===== src/rtl/pipeline_hazard_ctrl.sv =====
// Hazard and stall controller for the five-stage RISC-V pipeline: Execute operand
// forwarding, per-stage stall/flush, multi-cycle mul/div sequencing and memory timeout.
module pipeline_hazard_ctrl #(
    parameter int MD_CYCLES   = 4,
    parameter int MEM_TIMEOUT = 16
) (
    input  logic       i_clk,
    input  logic       i_reset,
    input  logic [4:0] i_Rs1D,
    input  logic [4:0] i_Rs2D,
    input  logic [4:0] i_Rs1E,
    input  logic [4:0] i_Rs2E,
    input  logic [4:0] i_RdE,
    input  logic [4:0] i_RdM,
    input  logic [4:0] i_RdW,
    input  logic       i_RegWriteM,
    input  logic       i_RegWriteW,
    input  logic [1:0] i_ResultSrcE,
    input  logic       i_PCSrcE,
    input  logic       i_MulDivStartE,
    input  logic       i_MemReqM,
    input  logic       i_MemReadyM,
    output logic [1:0] o_ForwardAE,
    output logic [1:0] o_ForwardBE,
    output logic       o_StallF,
    output logic       o_StallD,
    output logic       o_StallE,
    output logic       o_StallM,
    output logic       o_FlushD,
    output logic       o_FlushE,
    output logic       o_FlushM,
    output logic       o_FlushW,
    output logic       o_MulDivBusy,
    output logic       o_MemErr
);

    localparam int CW = $clog2(MD_CYCLES);
    localparam int WW = $clog2(MEM_TIMEOUT + 1);
    localparam logic [CW-1:0] MD_LOAD   = CW'(MD_CYCLES - 2);
    localparam logic [WW-1:0] WAIT_MAX  = WW'(MEM_TIMEOUT);
    localparam logic [WW-1:0] WAIT_LAST = WW'(MEM_TIMEOUT - 1);

    typedef enum logic {
        IDLE    = 1'b0,
        MD_BUSY = 1'b1
    } mdState_t;

    mdState_t        r_state;
    logic [CW-1:0]   r_cnt;
    logic [WW-1:0]   r_wcnt;
    logic            r_memErr;

    logic w_lwStall;
    logic w_memStall;
    logic w_mdStall;

    // M-stage result is newer than W-stage, so it wins when both match.
    always_comb begin
        o_ForwardAE = 2'b00;
        if (i_RegWriteM && (i_RdM != 5'd0) && (i_RdM == i_Rs1E))
            o_ForwardAE = 2'b10;
        else if (i_RegWriteW && (i_RdW != 5'd0) && (i_RdW == i_Rs1E))
            o_ForwardAE = 2'b01;
    end

    always_comb begin
        o_ForwardBE = 2'b00;
        if (i_RegWriteM && (i_RdM != 5'd0) && (i_RdM == i_Rs2E))
            o_ForwardBE = 2'b10;
        else if (i_RegWriteW && (i_RdW != 5'd0) && (i_RdW == i_Rs2E))
            o_ForwardBE = 2'b01;
    end

    assign w_lwStall  = (i_ResultSrcE == 2'b01) && (i_RdE != 5'd0) &&
                        ((i_RdE == i_Rs1D) || (i_RdE == i_Rs2D));
    assign w_memStall = i_MemReqM && !i_MemReadyM;

    // The last busy cycle (cnt == 0) releases the stall so the op can advance.
    always_comb begin
        w_mdStall = 1'b0;
        case (r_state)
            IDLE:    w_mdStall = i_MulDivStartE;
            MD_BUSY: w_mdStall = (r_cnt != '0);
            default: w_mdStall = 1'b0;
        endcase
    end

    always_comb begin
        o_StallF = 1'b0;
        o_StallD = 1'b0;
        o_StallE = 1'b0;
        o_StallM = 1'b0;
        o_FlushD = 1'b0;
        o_FlushE = 1'b0;
        o_FlushM = 1'b0;
        o_FlushW = 1'b0;
        if (w_memStall) begin
            o_StallF = 1'b1;
            o_StallD = 1'b1;
            o_StallE = 1'b1;
            o_StallM = 1'b1;
            o_FlushW = 1'b1;
        end else if (w_mdStall) begin
            o_StallF = 1'b1;
            o_StallD = 1'b1;
            o_StallE = 1'b1;
            o_FlushM = 1'b1;
        end else if (i_PCSrcE) begin
            o_FlushD = 1'b1;
            o_FlushE = 1'b1;
        end else if (w_lwStall) begin
            o_StallF = 1'b1;
            o_StallD = 1'b1;
            o_FlushE = 1'b1;
        end
    end

    // Whole pipeline freezes on a memory wait, so the mul/div sequence freezes too.
    always_ff @(posedge i_clk or posedge i_reset) begin
        if (i_reset) begin
            r_state <= IDLE;
            r_cnt   <= '0;
        end else if (!w_memStall) begin
            case (r_state)
                IDLE: begin
                    if (i_MulDivStartE) begin
                        r_state <= MD_BUSY;
                        r_cnt   <= MD_LOAD;
                    end
                end
                MD_BUSY: begin
                    if (r_cnt != '0)
                        r_cnt <= r_cnt - 1'b1;
                    else
                        r_state <= IDLE;
                end
                default: begin
                    r_state <= IDLE;
                    r_cnt   <= '0;
                end
            endcase
        end
    end

    always_ff @(posedge i_clk or posedge i_reset) begin
        if (i_reset) begin
            r_wcnt   <= '0;
            r_memErr <= 1'b0;
        end else begin
            if (!w_memStall)
                r_wcnt <= '0;
            else if (r_wcnt != WAIT_MAX)
                r_wcnt <= r_wcnt + 1'b1;
            if (w_memStall && (r_wcnt == WAIT_LAST))
                r_memErr <= 1'b1;
        end
    end

    assign o_MulDivBusy = (r_state == MD_BUSY);
    assign o_MemErr     = r_memErr;

endmodule


===== config.mk =====
export PLATFORM = sky130hd
export DESIGN_NAME = pipeline_hazard_ctrl
export DESIGN_NICKNAME = d
export VERILOG_FILES = /design/src/rtl/pipeline_hazard_ctrl.sv
export SDC_FILE = /design/constraint.sdc
export NUM_CORES = 1
export LEC_CHECK = 0
export CORE_ASPECT_RATIO = 1.4
export CORE_MARGIN = 1
export CORE_UTILIZATION = 45
export DETAILED_ROUTE_END_ITERATION = 7
export DONT_BUFFER_PORTS = 1
export PLACE_DENSITY_LB_ADDON = 0.3
export SYNTH_ARGS = -nofsm -noshare
export SYNTH_HDL_FRONTEND = slang
export SYNTH_SLANG_ARGS = --single-unit

===== constraint.sdc =====
create_clock -name i_clk -period 2.5 [get_ports i_clk]
set_clock_uncertainty 0.1 [all_clocks]
set_input_delay 0.375 -clock i_clk [delete_from_list [all_inputs] [get_ports i_clk]]
set_output_delay 0.375 -clock i_clk [all_outputs]
set_load 0.05 [all_outputs]

==> reports/metrics.csv <==
stage,metric,value,unit
run_status,run_status,"complete, no violations",
setup_path,required,2030,ps
floorplan,die_x,40.0,um
sta,tightest_slew,560,ps
cts,cts.sinks,9,
floorplan,core,1820,um2
cts,cts_tree,yes,
floorplan,fp.dieH,55.2,um
finish,final_cell_mix,"xor2_1, buf_4, inv_1",
cts,path_clk_slew,60,ps
drt,wirelength,1950,um
hold_path,hold_class,in -> reg,
sta,setup_viol,0,
synthesis,ys_seq_elements,9,
place,hpwl,1620,um
synthesis,yosysWarnings,0,
finish,insertedDiodeCount,0,
drt,route.detailed.drc,0,
floorplan,die-area,2210,um2
synthesis,synth_edf_count,0,
sta,fin_crit,2270,ps
cts,cts_inserted_buffers,3,
power,vdd_ir_drop_max,0.862,mV
cts,post-cts-setup-buffer-count,0,
finish,nets,170,
drt,antenna_left,0,
finish,drive_gt1_frac,0.200,
cts,cts_buffer_depth,2,
sta,rsz0062_at_grt,no,
finish,fin_cells,140,
place,place_congestion,0.797,
setup_path,end_kind,output pin,
sta,min_period_over_period,0.909,
cts,clkLatencyLatePin,260,ps
synthesis,synth.avg_cell_area,8.58,um2
grt,grt_pass1_vias,723,
power,total_power,806,uW
setup_path,worstSetupPathType,reg -> out,
grt,grt_overflow,0,
finish,mostFrequentLayoutCell,xor2_1,
drt,drtIter0Drc,7,
finish,fillers,167,
drt,drt-wirelength-per-cell,13.9,um
floorplan,pin_count,59,
floorplan,start_util,0.499,
place,dpl_cell_area,1060,um2
synthesis,synth-main-ff-cell,dfrtp_1,
floorplan,rows,18,
place,post-place-cells,135,
synthesis,synth_area,910,um2
grt,grt_usage,0.181,
grt,grt_pass1_wl,2630,um
synthesis,synth_top_area_cell,dfrtp_1,
setup_path,startpoint_type,flip-flop,
grt,antenna_found_initial,0,
drt,vias,765,
setup_path,cp_max_fo,5,
power,power_density,733,nW/um2
synthesis,synth_top_cell_area_share,0.248,
finish,syn2layout_area_growth,20.9,%
synthesis,synthCells,106,
synthesis,synth_area_leaders,"dfrtp_1, xor2_1, xnor2_1, ha_1, inv_1",
sta,finalMaxSlewViolations,0,
setup_path,arrival,1800,ps
grt,grt_max_degree,10,
synthesis,yosysUniqueCellTypes,30,
synthesis,ys_async_sr_fraction,1.00,
synthesis,synth_nets,155,
sta,max-slew-margin-rel,0.624,
place,port_buffers,0,
sta,fmax,440,MHz
drt,vias_per_cell,5.46,
cts,cts_root_buffer,clkbuf_4,
synthesis,yosysSeqAreaShare,0.248,
cts,h-tree-depth,1,
finish,final_area,1100,um2
sta,hold_viol_final,0,
flow_run,max-cap-violations,0,
sta,whs,305,ps
sta,fin_tns_setup,0,ps
drt,first_pass_iters,3,
power,p_leak,0.475,nW
final cells by class:
cell class | count | area [um2] | area share
clock buffers | 4 | 26.3 | 0.0239
inverters | 10 | 37.5 | 0.0341
multi-input cells | 84 | 673 | 0.612
repair buffers | 13 | 113 | 0.102
well taps | 20 | 25.0 | 0.0228
flip-flops and latches | 9 | 225 | 0.205
per-layer routing:
metal | share of wire | wire length, um | global-route usage
met2 | 0.56 | 1090 | 0.352
met4 | 0.014 | 27 | 0.0862
met3 | 0.10 | 201 | 0.0360
met5 | 0 | 0 | 0
met1 | 0.32 | 626 | 0.168
logic make-up (layout without fill, tap and decap cells):
kind of cell	after synthesis	in the layout	share of synthesized area
muxes	2	2	0.0234
DFF	9	9	0.248
and+or+nand+nor	35	35	0.221
xor gates and xnor gates	33	33	0.318
adders and majority gates	4	4	0.0550
AOI/OAI and AO/OA	10	10	0.0715
buffers and inverters	13	27	0.0633
through the flow:
stage,setup slack (ps),util
4_1_cts,92.8,0.599
3_3_place_gp,352,0.579
3_5_place_dp,341,0.579
6_report,228,0.603
2_1_floorplan,-58.8,-
5_1_grt,78.0,0.603
power by group:
| part | switching, mW | internal, mW | total (mW) |
|---|---|---|---|
| logic | 0.322 | 0.180 | 0.502 |
| registers | 0.0194 | 0.171 | 0.190 |
| clock network | 0.0523 | 0.0616 | 0.114 |
| total | 0.393 | 0.413 | 0.806 |
cells in the mapped netlist (all sizes together) (2+ instances only):
library cell and instances:
inv 10, nor2 9, nor4 4, nand3 3, nand2 2, o21ai 5, xor2 25, or4 5
nor2b 2, xnor2 8, dfrtp 9, nor3 5, buf 3, ha 4
path summary, 6_finish.rpt:
kind                                            start                     to  slack (ps)  cells after the start
worst max-delay path             r_cnt[0]$_DFFE_PP0P_               o_FlushE         230                      7
max in group asynchronous                     i_reset  r_wcnt[4]$_DFFE_PP0P_        1640                      2
min in group asynchronous                     i_reset  r_wcnt[3]$_DFFE_PP0P_         410                      2
worst max register to register  r_wcnt[0]$_DFFE_PP0P_  r_wcnt[1]$_DFFE_PP0P_         860                      6
worst min register to register   r_cnt[1]$_DFFE_PP0P_   r_cnt[1]$_DFFE_PP0P_         440                      1
worst min-delay path                        i_MemReqM  r_wcnt[0]$_DFFE_PP0P_         300                      3
registers in the layout, summed over array words and instances (netlist names):
signal and count:
r_wcnt 5, r_cnt 2, o_MemErr 1, o_MulDivBusy 1
critical path, stage by stage, from the launching register on:
cell and delay, ps:
dfrtp_1 360, inv_1 80, ha_1 160, nor2b_1 70
nor3_1 200, buf_4 170, o2111ai_1 160, o21bai_4 340
timing repair:
action,in CTS,in global routing
setup endpoints to repair,0,1
resized for setup,0,1
hold buffers,1,0
endpoints found under the hold margin,9,0
Power figures use the tool's default switching activity.
